==> config.mk <==
export PLATFORM = sky130hd
export DESIGN_NAME = cache_mem_arbiter_flat
export DESIGN_NICKNAME = d
export VERILOG_FILES = /design/src/rtl/cache_mem_arbiter_pkg.sv /design/src/rtl/cache_mem_arbiter_if.sv /design/src/rtl/cache_mem_arbiter_arb_pick2.sv /design/src/rtl/cache_mem_arbiter.sv /design/src/flat_wrapper.sv
export SDC_FILE = /design/constraint.sdc
export NUM_CORES = 1
export LEC_CHECK = 0
export ABC_AREA = 1
export ABC_CLOCK_PERIOD_IN_PS = 1800
export CAP_MARGIN = 10
export CORE_MARGIN = 2
export CORE_UTILIZATION = 39
export DETAILED_ROUTE_END_ITERATION = 7
export PLACE_DENSITY = 0.8
export SYNTH_ARGS = -nofsm -noshare
export SYNTH_HDL_FRONTEND = slang
export SYNTH_SLANG_ARGS = --single-unit
==> constraint.sdc <==
create_clock -name clk -period 1.8 [get_ports clk]
set_clock_uncertainty 0.05 [all_clocks]
set_input_delay 0.36 -clock clk [delete_from_list [all_inputs] [get_ports clk]]
set_output_delay 0.36 -clock clk [all_outputs]
set_load 0.1 [all_outputs]
==> src/rtl/cache_mem_arbiter_pkg.sv <==
// Shared FSM encoding, parameter defaults and owner encoding for the
// cache/memory arbiter.
package cache_mem_pkg;

  typedef enum logic [1:0] {
    IDLE  = 2'd0,
    FILL  = 2'd1,
    WRITE = 2'd2
  } state_t;

  localparam int unsigned DEF_WORDS_PER_BLOCK = 8;
  localparam int unsigned DEF_MEM_LATENCY     = 4;

  localparam logic OWNER_I = 1'b0;
  localparam logic OWNER_D = 1'b1;

  function automatic int unsigned idx_width(input int unsigned n);
    return (n > 1) ? $clog2(n) : 1;
  endfunction

endpackage

==> src/rtl/cache_mem_arbiter_if.sv <==
// Requester, fill-return and shared-memory signals of the arbiter.
// slave = arbiter view, master = requesters/memory view.
interface cache_mem_arbiter_if
  import cache_mem_pkg::*;
#(
  parameter int unsigned DWIDTH          = 16,
  parameter int unsigned AWIDTH          = 16,
  parameter int unsigned WORDS_PER_BLOCK = DEF_WORDS_PER_BLOCK
);
  localparam int unsigned IDXW = idx_width(WORDS_PER_BLOCK);

  logic              i_req;
  logic [AWIDTH-1:0] i_addr;
  logic              d_req;
  logic              d_wr;
  logic [AWIDTH-1:0] d_addr;
  logic [DWIDTH-1:0] d_wdata;
  logic              i_done;
  logic              d_done;
  logic              fill_valid;
  logic [DWIDTH-1:0] fill_data;
  logic [IDXW-1:0]   fill_idx;
  logic              fill_owner;
  logic              mem_enable;
  logic              mem_wr;
  logic [AWIDTH-1:0] mem_addr;
  logic [DWIDTH-1:0] mem_wdata;
  logic [DWIDTH-1:0] mem_rdata;
  logic              mem_valid;

  modport slave (
    input  i_req, i_addr, d_req, d_wr, d_addr, d_wdata, mem_rdata, mem_valid,
    output i_done, d_done, fill_valid, fill_data, fill_idx, fill_owner,
           mem_enable, mem_wr, mem_addr, mem_wdata
  );

  modport master (
    output i_req, i_addr, d_req, d_wr, d_addr, d_wdata, mem_rdata, mem_valid,
    input  i_done, d_done, fill_valid, fill_data, fill_idx, fill_owner,
           mem_enable, mem_wr, mem_addr, mem_wdata
  );

endinterface

==> src/rtl/cache_mem_arbiter_arb_pick2.sv <==
// Two-requester grant picker: a lone request wins outright, a tie goes to
// the requester that was not granted last (index 0 = I, 1 = D).
module arb_pick2
  import cache_mem_pkg::*;
(
  input  logic [1:0] req,
  input  logic       last_gnt,
  output logic [1:0] gnt
);

  always_comb begin
    gnt = req;
    if (&req) gnt = (last_gnt == OWNER_D) ? 2'b01 : 2'b10;
  end

endmodule

==> src/rtl/cache_mem_arbiter.sv <==
// Arbitrates I-cache fills and D-cache fills/writes onto one multi-cycle memory.
// Define ARB_RR_EN for round-robin tie-breaking; default gives D-cache priority.
module cache_mem_arbiter
  import cache_mem_pkg::*;
#(
  parameter int unsigned DWIDTH          = 16,
  parameter int unsigned AWIDTH          = 16,
  parameter int unsigned WORDS_PER_BLOCK = DEF_WORDS_PER_BLOCK,
  parameter int unsigned MEM_LATENCY     = DEF_MEM_LATENCY
) (
  input logic                clk,
  input logic                rst,
  cache_mem_arbiter_if.slave bus
);

  localparam int unsigned       IDXW     = idx_width(WORDS_PER_BLOCK);
  localparam int unsigned       CNTW     = IDXW + 1;
  localparam int unsigned       AGEW     = $clog2(WORDS_PER_BLOCK + MEM_LATENCY + 1);
  localparam logic [AWIDTH-1:0] BLK_MASK = AWIDTH'(2 * WORDS_PER_BLOCK - 1);

  state_t            state_q, state_d;
  logic              owner_q, owner_d;
  logic [AWIDTH-1:0] addr_q, addr_d;
  logic [DWIDTH-1:0] wdata_q, wdata_d;
  logic [CNTW-1:0]   issue_q, issue_d;
  logic [IDXW-1:0]   rcv_q, rcv_d;
  logic [AGEW-1:0]   age_q, age_d;
  logic [1:0]        gnt;
  logic              last_gnt;

  arb_pick2 u_pick (
    .req      ({bus.d_req, bus.i_req}),
    .last_gnt (last_gnt),
    .gnt      (gnt)
  );

`ifdef ARB_RR_EN
  logic last_q, last_d;

  always_comb begin
    last_d = last_q;
    if (state_q == IDLE && (|gnt)) last_d = gnt[1];
  end

  always_ff @(posedge clk) begin
    if (rst) last_q <= OWNER_D;
    else     last_q <= last_d;
  end

  assign last_gnt = last_q;
`else
  // A permanent "I served last" makes every tie go to the D-cache.
  assign last_gnt = OWNER_I;
`endif

  always_comb begin
    state_d        = state_q;
    owner_d        = owner_q;
    addr_d         = addr_q;
    wdata_d        = wdata_q;
    issue_d        = issue_q;
    rcv_d          = rcv_q;
    age_d          = '0;
    bus.i_done     = 1'b0;
    bus.d_done     = 1'b0;
    bus.fill_valid = 1'b0;
    bus.fill_data  = '0;
    bus.fill_idx   = '0;
    bus.fill_owner = owner_q;
    bus.mem_enable = 1'b0;
    bus.mem_wr     = 1'b0;
    bus.mem_addr   = '0;
    bus.mem_wdata  = '0;
    unique case (state_q)
      IDLE: begin
        if (|gnt) begin
          owner_d = gnt[1] ? OWNER_D : OWNER_I;
          addr_d  = gnt[1] ? bus.d_addr : bus.i_addr;
          wdata_d = bus.d_wdata;
          issue_d = '0;
          rcv_d   = '0;
          state_d = (gnt[1] && bus.d_wr) ? WRITE : FILL;
        end
      end
      FILL: begin
        age_d = age_q + 1'b1;
        if (issue_q < CNTW'(WORDS_PER_BLOCK)) begin
          bus.mem_enable = 1'b1;
          bus.mem_addr   = (addr_q & ~BLK_MASK) + (AWIDTH'(issue_q) << 1);
          issue_d        = issue_q + 1'b1;
        end
        if (bus.mem_valid) begin
          bus.fill_valid = 1'b1;
          bus.fill_data  = bus.mem_rdata;
          bus.fill_idx   = rcv_q;
          if (rcv_q == IDXW'(WORDS_PER_BLOCK - 1)) begin
            bus.i_done = (owner_q == OWNER_I);
            bus.d_done = (owner_q == OWNER_D);
            state_d    = IDLE;
          end else begin
            rcv_d = rcv_q + 1'b1;
          end
        end
      end
      WRITE: begin
        bus.mem_enable = 1'b1;
        bus.mem_wr     = 1'b1;
        bus.mem_addr   = {addr_q[AWIDTH-1:1], 1'b0};
        bus.mem_wdata  = wdata_q;
        bus.d_done     = 1'b1;
        state_d        = IDLE;
      end
      default: state_d = IDLE;
    endcase
  end

  always_ff @(posedge clk) begin
    if (rst) begin
      state_q <= IDLE;
      owner_q <= OWNER_I;
      addr_q  <= '0;
      wdata_q <= '0;
      issue_q <= '0;
      rcv_q   <= '0;
      age_q   <= '0;
    end else begin
      state_q <= state_d;
      owner_q <= owner_d;
      addr_q  <= addr_d;
      wdata_q <= wdata_d;
      issue_q <= issue_d;
      rcv_q   <= rcv_d;
      age_q   <= age_d;
    end
  end

  // Memory contract: a block fill never outlives its issue window plus MEM_LATENCY.
  assert property (@(posedge clk) disable iff (rst)
    (state_q == FILL) |-> (age_q <= AGEW'(WORDS_PER_BLOCK + MEM_LATENCY - 1)));

endmodule

==> src/flat_wrapper.sv <==
// flat-port wrapper written by rule: the top's interface ports become plain ports
module cache_mem_arbiter_flat import cache_mem_pkg::*;
#(
  parameter int unsigned DWIDTH          = 16,
  parameter int unsigned AWIDTH          = 16,
  parameter int unsigned WORDS_PER_BLOCK = DEF_WORDS_PER_BLOCK,
  parameter int unsigned MEM_LATENCY     = DEF_MEM_LATENCY
)
  (clk, rst, bus_i_req, bus_i_addr, bus_d_req, bus_d_wr, bus_d_addr, bus_d_wdata, bus_mem_rdata, bus_mem_valid, bus_i_done, bus_d_done, bus_fill_valid, bus_fill_data, bus_fill_idx, bus_fill_owner, bus_mem_enable, bus_mem_wr, bus_mem_addr, bus_mem_wdata);
  cache_mem_arbiter_if #(.DWIDTH(DWIDTH), .AWIDTH(AWIDTH), .WORDS_PER_BLOCK(WORDS_PER_BLOCK)) bus_i ();
  input logic clk;
  input logic rst;
  input wire logic [$bits(bus_i.i_req)-1:0] bus_i_req;
  input wire logic [$bits(bus_i.i_addr)-1:0] bus_i_addr;
  input wire logic [$bits(bus_i.d_req)-1:0] bus_d_req;
  input wire logic [$bits(bus_i.d_wr)-1:0] bus_d_wr;
  input wire logic [$bits(bus_i.d_addr)-1:0] bus_d_addr;
  input wire logic [$bits(bus_i.d_wdata)-1:0] bus_d_wdata;
  input wire logic [$bits(bus_i.mem_rdata)-1:0] bus_mem_rdata;
  input wire logic [$bits(bus_i.mem_valid)-1:0] bus_mem_valid;
  output wire logic [$bits(bus_i.i_done)-1:0] bus_i_done;
  output wire logic [$bits(bus_i.d_done)-1:0] bus_d_done;
  output wire logic [$bits(bus_i.fill_valid)-1:0] bus_fill_valid;
  output wire logic [$bits(bus_i.fill_data)-1:0] bus_fill_data;
  output wire logic [$bits(bus_i.fill_idx)-1:0] bus_fill_idx;
  output wire logic [$bits(bus_i.fill_owner)-1:0] bus_fill_owner;
  output wire logic [$bits(bus_i.mem_enable)-1:0] bus_mem_enable;
  output wire logic [$bits(bus_i.mem_wr)-1:0] bus_mem_wr;
  output wire logic [$bits(bus_i.mem_addr)-1:0] bus_mem_addr;
  output wire logic [$bits(bus_i.mem_wdata)-1:0] bus_mem_wdata;
  assign bus_i.i_req = bus_i_req;
  assign bus_i.i_addr = bus_i_addr;
  assign bus_i.d_req = bus_d_req;
  assign bus_i.d_wr = bus_d_wr;
  assign bus_i.d_addr = bus_d_addr;
  assign bus_i.d_wdata = bus_d_wdata;
  assign bus_i.mem_rdata = bus_mem_rdata;
  assign bus_i.mem_valid = bus_mem_valid;
  assign bus_i_done = bus_i.i_done;
  assign bus_d_done = bus_i.d_done;
  assign bus_fill_valid = bus_i.fill_valid;
  assign bus_fill_data = bus_i.fill_data;
  assign bus_fill_idx = bus_i.fill_idx;
  assign bus_fill_owner = bus_i.fill_owner;
  assign bus_mem_enable = bus_i.mem_enable;
  assign bus_mem_wr = bus_i.mem_wr;
  assign bus_mem_addr = bus_i.mem_addr;
  assign bus_mem_wdata = bus_i.mem_wdata;
  cache_mem_arbiter #(.DWIDTH(DWIDTH), .AWIDTH(AWIDTH), .WORDS_PER_BLOCK(WORDS_PER_BLOCK), .MEM_LATENCY(MEM_LATENCY)) u_core (.clk(clk), .rst(rst), .bus(bus_i));
endmodule
**Yosys cells after proc, flatten, opt, wreduce, memory -nomap -nowiden**

Index checks and enable logic that the tools add are counted.

- Flip-flop bits (word level): 42
- Latch bits: 0
- Memory bits (writable): 0
- ROM bits: 0
- Input bits: 70
- Output and inout port bits: 57
- Word-level logic and storage cells: 61
- Memories kept: 0

- Add/subtract/negate cells: 3
- $mul: 0
- Div/mod/pow operators: 0
- Order comparisons: 1
- Eq/ne operators: 8
- Shift operators: 0
- Mux-type cells: 33
- Bitwise logic cells: 1
- Reduce and logical (&&, ||, !) cells: 9

Operator list:

| kind | count |
|---|---|
| $mux W16 | 5 |
| $pmux W16 S2 | 1 |
| $add A16 B5 Y16 | 1 |
| $mux W3 | 5 |
| $mux W1 | 10 |
| $mux W2 | 5 |
| $mux W4 | 2 |
| $pmux W4 S2 | 1 |
| $ne A2 B1 Y1 const B | 3 |
| $pmux W3 S2 | 1 |
| $reduce_and A3 Y1 | 2 |
| $add A4 B1 Y4 const B | 1 |
| $lt A4 B4 Y1 const B | 1 |
| $ne A2 B2 Y1 const B | 2 |
| $pmux W1 S2 | 2 |
| $pmux W2 S2 | 1 |
| $reduce_and A2 Y1 | 2 |
| $reduce_and A4 Y1 | 1 |
| $add A3 B1 Y3 const B | 1 |
| $eq A3 B3 Y1 const B | 1 |
| $eq A2 B1 Y1 const B | 1 |
| $eq A2 B2 Y1 const B | 1 |
| $logic_not A2 Y1 | 1 |
| $reduce_bool A2 Y1 | 1 |
| other kinds (3) | 3 |

**Logic depth before layout (Yosys ltp)**

Gate-level depths: netlist (run 1).

- Word-level depth: 6
- Gate-level depth with buffers: 9

**Modules after synthesis**

Synthesis (run 1) repeated with hierarchy kept, for this count alone.

- Cells, all modules: 375
- Area total of the unflattened synthesis: 2,309.7 um2

By module, submodules not included:

| module | times used | cells each | area an instance (um2) | seq. area each (um2) |
|---|---|---|---|---|
| cache_mem_arbiter | 1 | 370 | 2,288.4 | 820.8 |
| arb_pick2 | 1 | 5 | 21.3 | 0.0 |

**Worst setup path before layout (run 1)**

No wires, ideal clock.

- Kind: register to output
- From: register u_core.state_q[0]
- To: output bus_mem_addr[10]
- Arrival: 3.865 ns
- Data required time: 1.390 ns
- Slack: -2.475 ns
- Stages on the path, launching flop included: 7
- Cells stage by stage: dfxtp_1 -> inv_1 -> ha_1 -> inv_1 -> a21oi_2 -> inv_2 -> nor2_1

- Cells in the longest elaborated chain, start to end: 2
- Elaborated cells on any way between the ends: 3
- Classes of those cells: eq/ne: 2; mux: 1

RTL lines:

| item | RTL line | source |
|---|---|---|
| start: declaration | cache_mem_arbiter.sv:21 | `state_t state_q, state_d;` |
| start signal: assignment | cache_mem_arbiter.sv:127 | `state_q <= state_d;` |
| $eq A2 B2 Y1 or $eq A2 B1 Y1 (tied branches) | cache_mem_arbiter.sv:74 | `unique case (state_q)` |
| $pmux W16 S2 (*) | cache_mem_arbiter.sv:74 |  |
| end: declaration | flat_wrapper.sv:29 | `output wire logic [$bits(bus_i.mem_addr)-1:0] bus_mem_addr;` |

Mark *: on every way between the ends. The rest lies on a longest branch, timed or not.

**Worst setup path after layout (run 1)**

- From: register u_core.state_q[1]
- To: output bus_mem_addr[10]

Same word-level chain as after synthesis.

==> results of run 1 <==
## repair_timing
| action | 4_1_cts | 5_1_grt |
|---|---|---|
| setup endpoints to repair | 54 | 55 |
| pin swaps | 10 | 18 |
| cloned | 2 | 2 |
| gates resized for setup | 37 | 29 |
| endpoints found under the hold margin | 0 | 0 |
| setup buffers | 4 | 6 |
## worst paths after layout
| path | to | depth (start not counted) | slack [ns] |
|---|---|---|---|
| min reg2reg | u_core.addr_q[7]$_SDFFE_PP0P_ | 2 | 0.46 |
| max reg2reg | u_core.rcv_q[1]$_SDFFE_PP0P_ | 9 | -0.01 |
| max | bus_mem_addr[10] | 7 | -0.36 |
| min | u_core.addr_q[7]$_SDFFE_PP0P_ | 2 | 0.46 |
## power breakdown
group	internal [uW]	leakage, uW	switching [uW]
Sequential	1220	0.000342	282
Combinational	1890	0.00181	3280
Clock	355	0.0000549	363
Total	3460	0.00221	3920
## area by class of cell
cell class	count	area, um2	area share, %
Timing Repair inverter	1	6.26	0.121
Inverter	59	303	5.86
Clock inverter	1	8.76	0.170
Clock buffer	7	96.3	1.87
Tap cell	75	93.8	1.82
Multi-Input combinational cell	258	1670	32.4
Timing Repair Buffer	154	2150	41.7
Sequential cell	41	832	16.1
## metrics by stage
step,worst slack [ns],power (uW)
floorplan,-0.795,4470
global placement,-0.119,5700
detailed placement,-0.135,5810
CTS,-0.302,6810
global route,-0.389,7650
finish,-0.359,7380
## per-layer routing
layer / vias to the layer above / routed length [um] / global-route usage, %
met5: - / 0 / 0
met3: 36 / 805 / 6.59
li1: 1430 / - / -
met4: 0 / 337 / 10.0
met2: 178 / 5440 / 49.8
met1: 1438 / 3520 / 25.5
## kinds of logic (layout without fill, tap and decap cells)
logic type,Yosys count,in the layout
AO/OA/AOI/OAI,57,57
adder cells (fa/ha/maj),6,6
buffers and inverters,79,222
flip-flops,41,41
other,1,1
AND/OR/NAND/NOR,194,194
## flip-flops by register name, summed over array words and instances, names as in the netlist
register               flops
u_core.wdata_q            16
u_core.addr_q             15
u_core.issue_q             4
u_core.bus.fill_owner      1
u_core.state_q             2
u_core.rcv_q               3
## worst reg2reg max path, delay by kind of cell, from the launching register on
family	cells	cell delay (ns)
buf+inv	5	0.50
compound gates	1	0.24
simple gates	2	0.40
fa+ha+maj	1	0.17
flops	1	0.36
## layout by cell type (no fill, tap or decap), types with 2 or more instances in the layout
cell type,netlist,routed
buf_4,4,15
o21ai_1,2,2
nand3_2,2,3
nand2_1,91,70
ha_4,0,5
nor2_2,0,2
a21oi_4,0,3
a21oi_2,2,5
buf_6,6,9
inv_4,0,6
nand3_1,10,8
o21ai_0,30,30
inv_6,0,2
nor2_4,0,28
nand2_4,0,17
clkdlybuf4s50_1,0,66
nor2_1,82,52
nand4_1,5,5
inv_1,57,34
clkinvlp_4,0,17
clkbuf_8,0,7
buf_12,0,60
nand2_2,2,5
a21oi_1,21,15
dfxtp_1,41,36
dfxtp_2,0,3
inv_2,2,2
dfxtp_4,0,2
==> flow_metrics.tcl, run 1 <==
set metrics [dict create \
    clock_sinks 41 \
    cts-root-buf "clkbuf_8" \
    stdcell_count 596 \
    synthSimpleGateAreaFrac_pct 33.1 \
    cts_tree "built" \
    synth.most_common_cell "nand2_1" \
    cp-start-kind "register" \
    synthArstFlopShare_pct 0 \
    end_kind "output pin" \
    final_net_count 596 \
    yosys_warnings 0 \
    core_mm2 0.00585 \
    synth_nets 454 \
    grtUsageTotal_pct 25.6 \
    areaGrowthSynthToFinish_pct 120 \
    synth_top_family_by_area "simple AND/OR/NAND/NOR gates" \
    period_share_pct 120 \
    htree_levels 2 \
    drt_pass1_iterations 5 \
    drc 0 \
    antenna_cells 0 \
    setup-tns-final_ns -13.36 \
    postCtsHoldBufs 0 \
    ys_seq_elements 41 \
    drive_gt1_share_pct 38.2 \
    antenna_found_initial 0 \
    hold_viol 0 \
    die_x_um 81.5 \
    utilization_pct 88.3 \
    leakagePower_uw 0.00221 \
    cp_slowest_cell "dfxtp_4" \
    crit_family "buffers and inverters" \
    synthFlopType "dfxtp_1" \
    worst_slack_ns -0.359 \
    violations "setup timing" \
    synth_compound_area_share_pct 13.1 \
    ir_drop_mv 0.764 \
    synth_mux_area_share_pct 0 \
    wire_per_inst_um 17.0 \
    final_area_mm2 0.00516 \
    worst-path-buf-inv 3 \
    place_congestion 0.870 \
    ant_nets 0 \
    yosysSeqAreaShare_pct 35.0 \
    synthTopCellsByArea "dfxtp_1 (35%), nand2_1 (15%), nor2_1 (13%)" \
    place_inst 575 \
    dpl-instance-area_mm2 0.00468 \
    synth_edf_count 0 \
    arrival_ns 1.75 \
    synth_top_area_share_pct 35.0 \
    cts_inserted_buffers 5 \
    syn_inst 378 \
    hold_class "register to register" \
    grt_pass1_vias 2859 \
    vias_per_cell 5.17 \
    io_buffers 123 \
    clkTransAtPathRegs_ns 0.08 \
    dp_hpwl_um 5820 \
    setup_violations 56 \
    timing.fmax_ghz 0.463 \
    synth_cell_types 23 \
    slowest_delay_ns 0.36 \
    fin_crit_ns 2.16 \
    totalWireLength_um 10100 \
    n_fill_cell 240 \
    r2r_start "u_core.state_q[1]$_SDFFE_PP0P_" \
    ctsLongestPathBuffers 2 \
    die_area_mm2 0.00664 \
    dr_total_vias 3082 \
    synth_fa_ha_area_share_pct 3.20 \
    grt_pass1_wl_um 13200 \
    rsz0062_at_grt "true" \
    insertion_delay_ns 0.31 \
    synth.cell_area_mm2 0.00234 \
    worstPathMaxFanout 5 \
    yosys.area_share.xor_xnor_pct 0 \
    avgSynthCellArea_um2 6.20 \
    hold_start "u_core.addr_q[7]$_SDFFE_PP0P_" \
    die_h_um 81.5 \
    grt_start_max_net_pins 33 \
    start_util_pct 40.1 \
    overflow 0 \
    drv_slew 0 \
    synth_top_cell_by_area "dfxtp_1" \
    drtIter0Drc 276 \
    power-per-cell-area_mw_per_mm2 1430 \
    cp-startpoint "u_core.state_q[1]$_SDFFE_PP0P_" \
    pin_count 127 \
    worstSetupPathType "register to output pin" \
    cp_cell_sequence "inv_4 -> ha_4 -> nand2_2 -> a21oi_4 -> inv_6 -> nor2_4 -> buf_12" \
    rows 28 \
    synth_common_cells "nand2_1 (91), nor2_1 (82), inv_1 (57)" \
    worst_hold_slack_ns 0.463 \
    max-cap-violations 0 \
    required_ns 1.39 \
    status "finished with violations" \
]
Power figures use the tool's default switching activity.
==> run 2: changes to the inputs <==
--- a/config.mk
+++ b/config.mk
@@ -11,7 +11,8 @@
 export CORE_MARGIN = 2
 export CORE_UTILIZATION = 39
 export DETAILED_ROUTE_END_ITERATION = 7
-export PLACE_DENSITY = 0.8
+export PLACE_DENSITY = 0.81
 export SYNTH_ARGS = -nofsm -noshare
 export SYNTH_HDL_FRONTEND = slang
+export SYNTH_HIERARCHICAL = 1
 export SYNTH_SLANG_ARGS = --single-unit
==> flow_metrics.tcl, run 2 <==
set metrics [dict create \
    largest_reg_flops 16 \
    core_mm2 0.00582 \
    htree_levels 2 \
    ctsLongestPathBuffers 2 \
    syn_inst 375 \
    wire_per_inst_um 19.9 \
    synth.cell_area_mm2 0.00231 \
    clock_sinks 41 \
    rsz0062_at_grt "true" \
    arrival_ns 1.83 \
    yosysSeqAreaShare_pct 35.5 \
    totalWireLength_um 12000 \
    crit_end "bus_mem_addr[4]" \
    leakagePower_uw 0.00208 \
    grt_pass1_vias 3196 \
    areaGrowthSynthToFinish_pct 131 \
    synthArstFlopShare_pct 0 \
    drive_gt1_share_pct 40.2 \
    io_buffers 123 \
    dr_total_vias 3377 \
    clkTransAtPathRegs_ns 0.09 \
    cts-root-buf "clkbuf_8" \
    overflow 0 \
    pwr-share-comb_pct 70.9 \
    rows 28 \
    die_area_mm2 0.00655 \
    hold_start "u_core/wdata_q[12]$_SDFFE_PP0P_" \
    dp_hpwl_um 6320 \
    worst_slack_ns -0.440 \
    hold_viol 0 \
    worstPathMaxFanout 4 \
    p_sw_uw 4130 \
    regMostFlops "u_core/wdata_q" \
    final_net_count 605 \
    required_ns 1.39 \
    synth_top_cell_by_area "dfxtp_1" \
    violations "setup timing" \
    ys_seq_elements 41 \
    synth.most_common_cell "nand2_1" \
    setup_violations 55 \
    die_x_um 81.0 \
    cp_slowest_cell "dfxtp_4" \
    reg_top3 "u_core/wdata_q: 16 flops, u_core/addr_q: 15 flops, u_core/issue_q: 4 flops" \
    status "finished with violations" \
    power-per-cell-area_mw_per_mm2 1490 \
    reg2reg_depth 11 \
    cp_cell_sequence "inv_6 -> ha_4 -> clkinv_4 -> nor2_4 -> clkinvlp_4 -> nor2_4 -> buf_12" \
    seqPwrFrac_pct 19.3 \
    slowest_delay_ns 0.39 \
    postCtsHoldBufs 0 \
    reg2reg_slack_ns -0.07 \
    cts_inserted_buffers 5 \
    layout_common_cells "clkdlybuf4s50_1 (67), nand2_1 (67), buf_12 (62), nor2_1 (41), dfxtp_1 (37)" \
    hold_class "register to register" \
    synthFlopType "dfxtp_1" \
    drtIter0Drc 260 \
    cp-startpoint "u_core/state_q[1]$_SDFFE_PP0P_" \
    drt_pass1_iterations 5 \
    grt_start_max_net_pins 36 \
    pin_count 127 \
    insertion_delay_ns 0.29 \
    end_kind "output pin" \
    antenna_cells 0 \
    synth_top_area_share_pct 35.5 \
    period_share_pct 124 \
    max-cap-violations 0 \
    switching_share_pct 52.1 \
    vias_per_cell 5.58 \
    synth_common_cells "nand2_1 (92), nor2_1 (72), inv_1 (57)" \
    start_util_pct 39.7 \
    cp-start-kind "register" \
    r2r-end "u_core/rcv_q[1]$_SDFFE_PP0P_" \
    synthTopCellsByArea "dfxtp_1 (36%), nand2_1 (15%), nor2_1 (12%)" \
    drc 0 \
    grtUsageTotal_pct 32.3 \
    cts_tree "built" \
    die_h_um 81.0 \
    r2r_start "u_core/state_q[1]$_SDFFE_PP0P_" \
    crit_top_cell "nor2_4" \
    yosys_warnings 6 \
    intPower_uw 3810 \
    avgSynthCellArea_um2 6.16 \
    setup-tns-final_ns -17.03 \
    synth_cell_types 23 \
    drv_slew 0 \
    timing.fmax_ghz 0.446 \
    fin_crit_ns 2.24 \
    p_clk_share_pct 9.8 \
    ant_nets 0 \
    ir_drop_mv 0.969 \
    antenna_found_initial 0 \
    worstSetupPathType "register to output pin" \
    place_worst_setup_slack_ns -0.180 \
    place_congestion 0.889 \
    synth_edf_count 0 \
    utilization_pct 91.6 \
    grt_pass1_wl_um 16000 \
]
==> run 2: cell type report <==
cell class | instances | area, um2
Timing Repair Buffer | 163 | 2270
Clock buffer | 6 | 82.6
Inverter | 62 | 333
Sequential cell | 41 | 831
Tap cell | 75 | 93.8
Clock inverter | 2 | 37.5
Multi-Input combinational cell | 256 | 1680
Fill cell | 221 | 489
==> run 2: power by group through the flow <==
stage	clock network [uW]	logic, uW	registers [uW]
final	780	5630	1530
after floorplan	0	2860	1400
after global placement	0	4320	1390
after CTS	783	5030	1450
after detailed placement	0	4440	1410
after global routing	817	5830	1550
==> run 2: cell families (layout without fill, tap and decap cells) <==
family / Yosys count / count (layout) / synth area share [%]
simple gates: 174 / 174 / 28.8
buf+inv: 80 / 233 / 14.7
compound gates: 72 / 72 / 17.1
flops: 41 / 41 / 35.5
fa+ha+maj: 6 / 6 / 3.25
other cells: 1 / 3 / 0.162
xor+xnor: 1 / 1 / 0.379
==> run 2: worst max-delay path: cells and delay by family, from the launching register on <==
family | cells | cell delay (ns)
buffers and inverters | 4 | 0.53
flip-flops | 1 | 0.39
AND/OR/NAND/NOR | 2 | 0.31
adder cells (fa/ha/maj) | 1 | 0.28
==> run 2: timing repair <==
item,CTS,global route
gates cloned,1,3
gates resized for setup,63,24
setup endpoints to repair,54,63
buffers inserted,8,8
pin swaps,17,16
==> run 2: worst min-delay path by stage <==
| stage | to | cells past startpoint | slack [ns] |
|---|---|---|---|
| floorplan | u_core/bus.fill_owner$_SDFFE_PP0P_ | 1 | 0.38 |
| global placement | u_core/wdata_q[2]$_SDFFE_PP0P_ | 2 | 0.41 |
| detailed placement | u_core/wdata_q[12]$_SDFFE_PP0P_ | 2 | 0.42 |
| CTS | u_core/wdata_q[12]$_SDFFE_PP0P_ | 2 | 0.45 |
| global route | u_core/wdata_q[2]$_SDFFE_PP0P_ | 2 | 0.49 |
| finish | u_core/wdata_q[12]$_SDFFE_PP0P_ | 2 | 0.45 |
==> run 2: metrics by stage <==
stage / std cells / cell area (um2) / hold slack [ns] / power (uW)
floorplan: 377 / 2700 / 0.379 / 4270
CTS: 598 / 5170 / 0.452 / 7260
global placement: 582 / 4710 / 0.413 / 5710
global route: 605 / 5330 / 0.488 / 8200
detailed placement: 582 / 4710 / 0.424 / 5850
finish: 605 / 5330 / 0.455 / 7940
==> run 2: per-layer routing <==
metal | vias up | global-route usage (%) | wire length [um]
met4 | 0 | 13.7 | 663
met5 | - | 0 | 0
met2 | 256 | 61.3 | 6400
met1 | 1585 | 33.8 | 3920
li1 | 1462 | - | -
met3 | 74 | 7.33 | 1050
==> run 3: changes to the inputs <==
--- a/config.mk
+++ b/config.mk
@@ -6,12 +6,10 @@
 export NUM_CORES = 1
 export LEC_CHECK = 0
 export ABC_AREA = 1
-export ABC_CLOCK_PERIOD_IN_PS = 1800
 export CAP_MARGIN = 10
 export CORE_MARGIN = 2
-export CORE_UTILIZATION = 39
+export CORE_UTILIZATION = 25
 export DETAILED_ROUTE_END_ITERATION = 7
-export PLACE_DENSITY = 0.81
 export SYNTH_ARGS = -nofsm -noshare
 export SYNTH_HDL_FRONTEND = slang
 export SYNTH_HIERARCHICAL = 1
==> flow_metrics.tcl, run 3 (same netlist as run 2, synthesis figures left out) <==
set metrics [dict create \
    drive_gt1_share_pct 39.8 \
    drtIter0Drc 68 \
    seqPwrFrac_pct 19.9 \
    ctsLongestPathBuffers 2 \
    hold_class "register to register" \
    worst_slack_ns -0.372 \
    intPower_uw 3690 \
    grtUsageTotal_pct 16.3 \
    fin_crit_ns 2.17 \
    hold_start "u_core/issue_q[1]$_SDFFE_PP0P_" \
    place_congestion 0.824 \
    clkTransAtPathRegs_ns 0.09 \
    clock_sinks 41 \
    antenna_cells 0 \
    wire_per_inst_um 12.7 \
    final_common_cell "clkdlybuf4s50_1" \
    postCtsHoldBufs 0 \
    rsz0062_at_grt "true" \
    cts_tree "built" \
    layout_common_cells "clkdlybuf4s50_1 (67), nand2_1 (66), buf_12 (62), nor2_1 (42), dfxtp_1 (39)" \
    max-cap-violations 0 \
    totalWireLength_um 8180 \
    ir_drop_mv 0.692 \
    leakagePower_uw 0.00227 \
    antenna_found_initial 0 \
    grt_start_max_net_pins 30 \
    core_mm2 0.00911 \
    p_clk_share_pct 8.2 \
    cp-start-kind "register" \
    cts-root-buf "clkbuf_8" \
    insertion_delay_ns 0.29 \
    regMostFlops "u_core/wdata_q" \
    areaGrowthSynthToFinish_pct 134 \
    arrival_ns 1.76 \
    reg_top3 "u_core/wdata_q: 16 flops, u_core/addr_q: 15 flops, u_core/issue_q: 4 flops" \
    required_ns 1.39 \
    timing.fmax_ghz 0.460 \
    end_kind "output pin" \
    r2r_start "u_core/state_q[1]$_SDFFE_PP0P_" \
    setup-tns-final_ns -14.75 \
    power-per-cell-area_mw_per_mm2 1380 \
    die_x_um 100 \
    die_h_um 100 \
    ant_nets 0 \
    cts_inserted_buffers 5 \
    dr_total_vias 2905 \
    period_share_pct 121 \
    status "finished with violations" \
    violations "setup timing" \
    pin_count 127 \
    drv_slew 0 \
    start_util_pct 25.4 \
    rows 35 \
    overflow 0 \
    grt_pass1_vias 2901 \
    grt_pass1_wl_um 13200 \
    worstSetupPathType "register to output pin" \
    die_area_mm2 0.0100 \
    switching_share_pct 50.7 \
    io_buffers 123 \
    final_net_count 611 \
    htree_levels 2 \
    dp_hpwl_um 5950 \
    cp-startpoint "u_core/state_q[0]$_SDFFE_PP0P_" \
    p_sw_uw 3790 \
    dpl-instance-area_mm2 0.00478 \
    worstPathMaxFanout 6 \
    vias_per_cell 4.50 \
    final_area_mm2 0.00540 \
    largest_reg_flops 16 \
    pwr-share-comb_pct 71.9 \
    drt_pass1_iterations 5 \
    hold_viol 0 \
    drc 0 \
    setup_violations 55 \
]
run 3: changes by cell type in the layout (fill, tap and decap cells not counted), sizes merged:
cell / previous run / this run
bufinv: 1 / 0
clkbuf: 8 / 7
buf: 94 / 102
clkinvlp: 21 / 20
run 3: power by group through the flow:
stage,registers (uW),logic [uW],clock network [uW]
3_3_place_gp,1390,4380,0
3_5_place_dp,1400,4460,0
5_1_grt,1520,5700,672
4_1_cts,1470,5270,629
2_1_floorplan,1400,2860,0
6_report,1490,5380,611
run 3: final cells by class:
type                       instances  area (um2)
fill                             799        3710
timing repair buffer             169        2320
multi-input combinational        256        1710
sequential                        41         823
inverter                          62         325
tap                              111         139
clock buffer                       7        86.3
run 3: layer usage:
layer	global-route usage [%]	wire length (um)
met5	0	0
met3	3.76	471
met4	3.27	120
met1	19.2	3310
met2	30.1	4280
run 3: worst paths after layout:
kind	to	slack [ns]	cells past startpoint
setup / recovery	bus_mem_addr[9]	-0.37	7
hold / removal	u_core/issue_q[1]$_SDFFE_PP0P_	0.47	2
setup reg to reg	u_core/rcv_q[1]$_SDFFE_PP0P_	0.15	11
hold reg to reg	u_core/issue_q[1]$_SDFFE_PP0P_	0.47	2
run 3: critical path, stage by stage (launching register included):
cell and delay [ns]:
dfxtp_2 0.37, inv_2 0.07, ha_4 0.29, clkinv_4 0.06, buf_6 0.12, buf_12 0.14
nor3_4 0.21, buf_12 0.20
run 3: repair_timing:
| action | in CTS | in global routing |
|---|---|---|
| setup buffers | 10 | 8 |
| pin swaps | 10 | 23 |
| cloned | 3 | 0 |
| gates resized for setup | 77 | 16 |
| endpoints found under the setup margin | 55 | 55 |
run 3: through the flow:
stage / util, % / setup WS [ns] / hold WS (ns) / cells / total power, uW
2_1_floorplan: - / -1.07 / 0.379 / 377 / 4270
5_1_grt: 59.3 / -0.429 / 0.481 / 646 / 7900
4_1_cts: 58.5 / -0.373 / 0.462 / 642 / 7370
3_3_place_gp: 52.4 / -0.124 / 0.415 / 622 / 5770
6_report: 59.3 / -0.372 / 0.468 / 646 / 7480
3_5_place_dp: 52.4 / -0.161 / 0.422 / 622 / 5860
